`src/rtl/sub32_pipe.sv`:
```
// Two-stage pipelined subtractor/comparator: diff = a + ~b + 1, split into low and high halves
// across the two stages, with valid/ready handshakes and full backpressure on both sides.

module sub32_half_add #(
  parameter int W = 16
) (
  input  logic [W-1:0] x,
  input  logic [W-1:0] y,
  input  logic         cin,
  output logic [W-1:0] sum,
  output logic         cout
);
  assign {cout, sum} = {1'b0, x} + {1'b0, y} + {{W{1'b0}}, cin};
endmodule

module sub32_pipe #(
  parameter int WIDTH = 32
) (
  input  logic             clk,
  input  logic             rst_n,
  input  logic             in_valid,
  output logic             in_ready,
  input  logic [WIDTH-1:0] a,
  input  logic [WIDTH-1:0] b,
  output logic             out_valid,
  input  logic             out_ready,
  output logic [WIDTH-1:0] diff,
  output logic             borrow,
  output logic             zero,
  output logic             neg,
  output logic             ovf
);
  localparam int HALF = WIDTH / 2;

  typedef struct packed {
    logic [HALF-1:0] lo;
    logic            c;
    logic [HALF-1:0] ah;
    logic [HALF-1:0] bh;
    logic            sa;
    logic            sb;
  } s1_t;

  typedef struct packed {
    logic [WIDTH-1:0] diff;
    logic             borrow;
    logic             zero;
    logic             neg;
    logic             ovf;
  } res_t;

  logic            s1_valid_q, s1_valid_d;
  logic            out_valid_q, out_valid_d;
  s1_t             s1_q, s1_d;
  res_t            res_q, res_d;
  logic            adv1, adv2, in_ready_c;

  logic [HALF-1:0] b_lo_n;
  logic [HALF-1:0] lo_sum, hi_sum;
  logic            lo_c, hi_c;

  assign b_lo_n = ~b[HALF-1:0];

  // +1 of the two's-complement negate enters as the low-half carry-in
  sub32_half_add #(.W(HALF)) u_lo (
    .x    (a[HALF-1:0]),
    .y    (b_lo_n),
    .cin  (1'b1),
    .sum  (lo_sum),
    .cout (lo_c)
  );

  sub32_half_add #(.W(HALF)) u_hi (
    .x    (s1_q.ah),
    .y    (s1_q.bh),
    .cin  (s1_q.c),
    .sum  (hi_sum),
    .cout (hi_c)
  );

  always_comb begin
    adv2        = s1_valid_q && (!out_valid_q || out_ready);
    in_ready_c  = !s1_valid_q || adv2;
    adv1        = in_valid && in_ready_c;
    s1_valid_d  = adv1 | (s1_valid_q & ~adv2);
    out_valid_d = adv2 | (out_valid_q & ~out_ready);

    s1_d = s1_q;
    if (adv1) begin
      s1_d.lo = lo_sum;
      s1_d.c  = lo_c;
      s1_d.ah = a[WIDTH-1:HALF];
      s1_d.bh = ~b[WIDTH-1:HALF];
      s1_d.sa = a[WIDTH-1];
      s1_d.sb = b[WIDTH-1];
    end

    res_d = res_q;
    if (adv2) begin
      res_d.diff   = {hi_sum, s1_q.lo};
      res_d.borrow = ~hi_c;
      res_d.zero   = ({hi_sum, s1_q.lo} == '0);
      res_d.neg    = hi_sum[HALF-1];
      res_d.ovf    = (s1_q.sa != s1_q.sb) && (hi_sum[HALF-1] != s1_q.sa);
    end
  end

  always_ff @(posedge clk) begin
    if (!rst_n) begin
      s1_valid_q  <= 1'b0;
      out_valid_q <= 1'b0;
      s1_q        <= '0;
      res_q       <= '0;
    end else begin
      s1_valid_q  <= s1_valid_d;
      out_valid_q <= out_valid_d;
      s1_q        <= s1_d;
      res_q       <= res_d;
    end
  end

  assign in_ready  = in_ready_c;
  assign out_valid = out_valid_q;
  assign diff      = res_q.diff;
  assign borrow    = res_q.borrow;
  assign zero      = res_q.zero;
  assign neg       = res_q.neg;
  assign ovf       = res_q.ovf;

endmodule
```
`config.mk`:
```
export PLATFORM = sky130hd
export DESIGN_NAME = sub32_pipe
export DESIGN_NICKNAME = d
export VERILOG_FILES = /design/src/rtl/sub32_pipe.sv
export SDC_FILE = /design/constraint.sdc
export NUM_CORES = 1
export LEC_CHECK = 0
export ABC_AREA = 1
export BUFFER_PORTS_ARGS = -buffer_cell sky130_fd_sc_hd__buf_2
export CAP_MARGIN = 20
export CORE_UTILIZATION = 25
export CTS_BUF_LIST = sky130_fd_sc_hd__clkbuf_4 sky130_fd_sc_hd__clkbuf_8
export DETAILED_ROUTE_END_ITERATION = 6
export GPL_TIMING_DRIVEN = 0
export HOLD_SLACK_MARGIN = 0.12
export RECOVER_POWER = 100
export SKIP_LAST_GASP = 1
export SYNTH_ARGS = -nofsm -noshare
export SYNTH_HDL_FRONTEND = slang
export SYNTH_SLANG_ARGS = --single-unit
```
`constraint.sdc`:
```
create_clock -name clk -period 2 [get_ports clk]
set_input_delay 0.2 -clock clk [delete_from_list [all_inputs] [get_ports clk]]
set_output_delay 0.2 -clock clk [all_outputs]
set_load 0.01 [all_outputs]
```
Word-level counts from Yosys, hierarchy flattened
Index checks and enable logic that the tools add are counted.
Word-level totals
  flip-flop bits (word level): 89
  bits of input ports: 68
Operators by class
  $add $sub $neg: 4
  reductions and logical operators: 8
  equal/unequal tests: 2
  bitwise logic cells: 9
Operators with widths (number)
  adder 16 x 16 -> 17 bit: 2
  logical NOT 32 bit: 1
  inverter 16 bit: 2
  adder 17 x 1 -> 17 bit: 1
  adder 17 x 1 -> 17 bit (second input constant): 1
  logical AND 1 bit: 3
  inverter 1 bit: 3
  bitwise AND 1 bit: 2
  logical NOT 1 bit: 2
  logical OR 1 bit: 2
  != test 1 bit: 2
  OR 1 bit: 2

Logic depth before layout (Yosys ltp)
  depth in word-level cells: 6
  mapped depth: 16
  mapped depth without buffers: 16

Cells and area by module
Synthesis repeated with hierarchy kept, for this count alone.
Unflattened totals
  cells, all modules: 777
  area, all modules: 5143.7 um^2
By module, submodules not included
  sub32_pipe: sequential area each 1741.7 um^2, area an instance 3171.8 um^2, cells each 409, times used 1
  sub32_half_add: sequential area each 0.0 um^2, area an instance 985.9 um^2, cells each 184, times used 2

Worst setup path before layout
No wires, ideal clock.
  path type: reg-to-reg
  start point: register s1_q[2] in the netlist's numbering
  end point: register res_q (netlist bit zero)
  cell stages (with the launch flop): 17
  arrival: 1852 ps
  setup slack: 81 ps
  buffers on the path: 0
  path through: dfxtp_1 fa_1 inv_1 fa_1 inv_1 nand2_1 nand2_1 nand3_2 nand2_1 nand3_1 nand2_1 nand2_1 nand2_1 nand2_1 nor2_2 nand2_1 a21oi_2
On the way
  cells in the longest elaborated chain, start to end: 3
RTL lines
  start, declared: RTL line 54  | s1_t s1_q, s1_d;
  start signal, assigned: RTL line 112  | s1_q <= '0;
  start signal, assigned: RTL line 117  | s1_q <= s1_d;
  adder 16 x 16 -> 17 bit: RTL line 13  | assign {cout, sum} = {1'b0, x} + {1'b0, y} + {{W{1'b0}}, cin};
  adder 17 x 1 -> 17 bit: RTL line 13
  logical NOT 32 bit: RTL line 102  | res_d.zero = ({hi_sum, s1_q.lo} == '0);
  end signal, assigned: RTL line 118  | res_q <= res_d;
  end, declared: RTL line 55  | res_t res_q, res_d;
Every way passes these cells.
A chain may end at the register's enable or synchronous reset.

Worst setup path after layout
  start point: register s1_q[18] in the netlist's numbering
  end point: register res_q (netlist bit zero)
The elaborated chain is that of the path after synthesis.

==> summary.txt <==
Outcome
  • Status: complete, but fails checks
  • Failing checks: setup timing

Yosys
  • Synth unique cells: 35
  • Synth Area in Compound Gates: 19.1%
  • FFs w/ async S/R, synth: 0%
  • Largest family of logic cells by synthesized area: simple AND/OR/NAND/NOR gates
  • Simple-gate area share of the yosys netlist: 22.8%
  • Mean Syn Cell Area: 6.77 um2
  • Mux cell area share after synthesis: 0%
  • Ys flop type: dfxtp_1
  • Seq/Total Area, Yosys: 35.4%
  • Area of the mapped netlist: 4910 um2
  • Synthesized Nets: 828
  • Flops & latches, synth: 87
  • Post-Synth XOR/XNOR Area: 1.60%
  • Number of enable flip-flop cells after synthesis: 0
  • Yosys Warn Count: 0
  • Adder-cell area share of the yosys netlist: 9.12%
  • Gate Count Post-Synth: 726

Finish
  • Nets: 979
  • Commonest non-fill, non-tap cell in the layout: nand2_1
  • Layout area overhead: 29.2%
  • Commonest cells after routing, fill and taps aside: 131 x nand2_1, 122 x inv_1, 84 x dfxtp_1, 76 x a21oi_1, 75 x o21ai_0
  • Layout cell share with drive strength beyond 1: 15.2%
  • Final Cell Area: 6350 um2
  • Fill count: 2110
  • Layout Utilization: 33.5%
  • # diodes: 0

Placement
  • Placed cell area: 5760 um2
  • I/O Buffers: 105
  • GP Congestion: 0.895
  • DP Wirelength: 11400 um
  • Setup Slack @ Placement: -0.276 ns

GRT
  • Global Route Usage Sum: 14.9%
  • Largest net degree at the start of global routing: 16
  • First-pass GRT wire length: 23300 um
  • GRT overflow: 0
  • Initial antenna violation count: 0
  • Number of global-route vias before repair: 4689

Critical path
  • CP Data Arrival Time: 2.42 ns
  • CP Capture Type: flip-flop
  • Crit-path max FO: 3
  • Required @ worst endpoint: 2.30 ns
  • Startpoint types: flip-flop
  • CP Class: flip-flop to flip-flop

Clock tree
  • CTS H-tree depth: 3
  • Worst-path clk slew: 0.10 ns
  • TritonCTS clock tree: done
  • Clk buf depth: 2
  • Clock sink count: 87
  • CTS root buffer: clkbuf_8
  • Clock Latency Late Sink: 0.38 ns
  • Total CTS buffers: 9

Floorplan
  • Die Wd: 142 um
  • Die ar.: 20200 um2
  • Initial Util: 25.9%
  • IO Count: 106
  • Die height: 142 um
  • Area of the core: 19000 um2
  • Site Rows: 50

Routing
  • Vias after detailed routing: 4883
  • # DRC: 0
  • DRT Wirelength: 14300 um
  • Antenna Violating Nets Remaining: 0
  • Iteration-0 DRC Markers: 248
  • Vias per cell: 4.28
  • Initial DRT Pass Iterations: 5
  • Average wire per standard cell: 12.6 um

STA
  • FMAX: 474 MHz
  • Final worst setup slack: -0.112 ns
  • Relative slew slack: 56.3%
  • Worst Skew: 0.0164 ns
  • Sum Neg Setup Slack: -0.121 ns
  • RSZ-0062 raised after global routing: yes
  • Max Slew Vio Count: 0
  • Crit path time final: 2.11 ns
  • Final period util: 106%
  • Final Hold Vio Count: 0
  • Worst-margin pin slew: 0.655 ns
  • Setup violators final: 2

Power
  • Leak: 3.18 nW
  • Worst VDD drop: 260 uV
  • Power per Cell Area: 661 nW/um2

Hold path
  • Hold Path Class: primary input to flip-flop

Flow run
  • Max Cap Viol: 0
-- routing by layer --
metal / GRT usage [%] / up-vias / wire length (um) / share of wire [%]
met5: 0 / - / 0 / 0
met4: 2.55 / 0 / 100 / 0.70
met3: 4.21 / 8 / 913 / 6.4
met2: 26.1 / 118 / 6730 / 47
met1: 18.3 / 2123 / 6600 / 46
li1: - / 2634 / - / -
-- registers in the layout, indices dropped and copies added, names as in the netlist --
signal and flops:
zero 1, s1_valid_q 1, diff 32, borrow 1
ovf 1, s1_q 50, out_valid 1
-- final timing paths --
path	from	end	slack, ns	cells past startpoint
worst min-delay path	a[17]	s1_q[19]	0.15	3
worst max register to register	s1_q[18]	zero	-0.11	16
worst max-delay path	s1_q[18]	zero	-0.11	16
worst min register to register	s1_q[50]	diff[15]	0.46	2
-- timing repair --
item | 4_1_cts | 5_1_grt
resized for setup | 12 | 32
endpoints found under the setup margin | 4 | 20
buffers inserted | 2 | 1
hold buffers | 33 | 0
endpoints found under the hold margin | 34 | 0
pin swaps | 6 | 16
-- area by class of cell --
class	instances	area, um2	area share (%)
Sequential cell	87	1750	27.5
Multi-Input combinational cell	485	2680	42.3
Buffer	26	106	1.68
Clock buffer	11	139	2.19
Inverter	128	483	7.61
Timing Repair Buffer	140	825	13.0
Clock inverter	5	41.3	0.651
Tap cell	260	325	5.13
-- where the power goes --
part	switching, W	internal [W]	leakage, nW
Clock	0.000660	0.000492	0.0878
Sequential	0.0000748	0.00187	0.721
Combinational	0.000671	0.000426	2.37
Total	0.00141	0.00279	3.18
-- worst max-delay path, stage by stage (launching register included) --
cell and delay [ns]:
dfxtp_2 0.36, fa_2 0.22, inv_2 0.04, fa_2 0.39, inv_4 0.09, nand2_4 0.05, nand2_2 0.06, nand3_2 0.08
nand2_2 0.10, nand3_2 0.09, nand2_2 0.10, nand2_2 0.05, nand2_2 0.08, nand2_1 0.06, nor2_2 0.09, nand2_1 0.07
a21oi_2 0.11
-- logic make-up after synthesis --
logic type | Yosys count
adders and majority gates | 34
buffers and inverters | 154
and+or+nand+nor | 266
DFF | 87
xor gates and xnor gates | 9
AOI/OAI and AO/OA | 176
-- synth_stat cells (8+ instances only) --
| cell type | number | area (um2) |
|---|---|---|
| nor2_1 | 60 | 225 |
| o21ai_0 | 76 | 380 |
| clkbuf_1 | 21 | 78.8 |
| dfxtp_1 | 87 | 1740 |
| inv_1 | 125 | 469 |
| ha_1 | 31 | 388 |
| o211ai_1 | 9 | 67.6 |
| xor2_1 | 8 | 70.1 |
| nand3_1 | 37 | 185 |
| nand2_1 | 141 | 529 |
| a21oi_1 | 78 | 390 |
-- stage by stage --
step / instances / power, W / hold slack (ns)
after detailed placement: 1091 / 0.00302 / 0.377
final: 1142 / 0.00419 / 0.145
after global placement: 1091 / 0.00301 / 0.375
after global routing: 1142 / 0.00448 / 0.140
after floorplan: 726 / 0.00266 / 0.290
after CTS: 1142 / 0.00424 / 0.123
No activity file was read; power rests on OpenSTA's default activity.
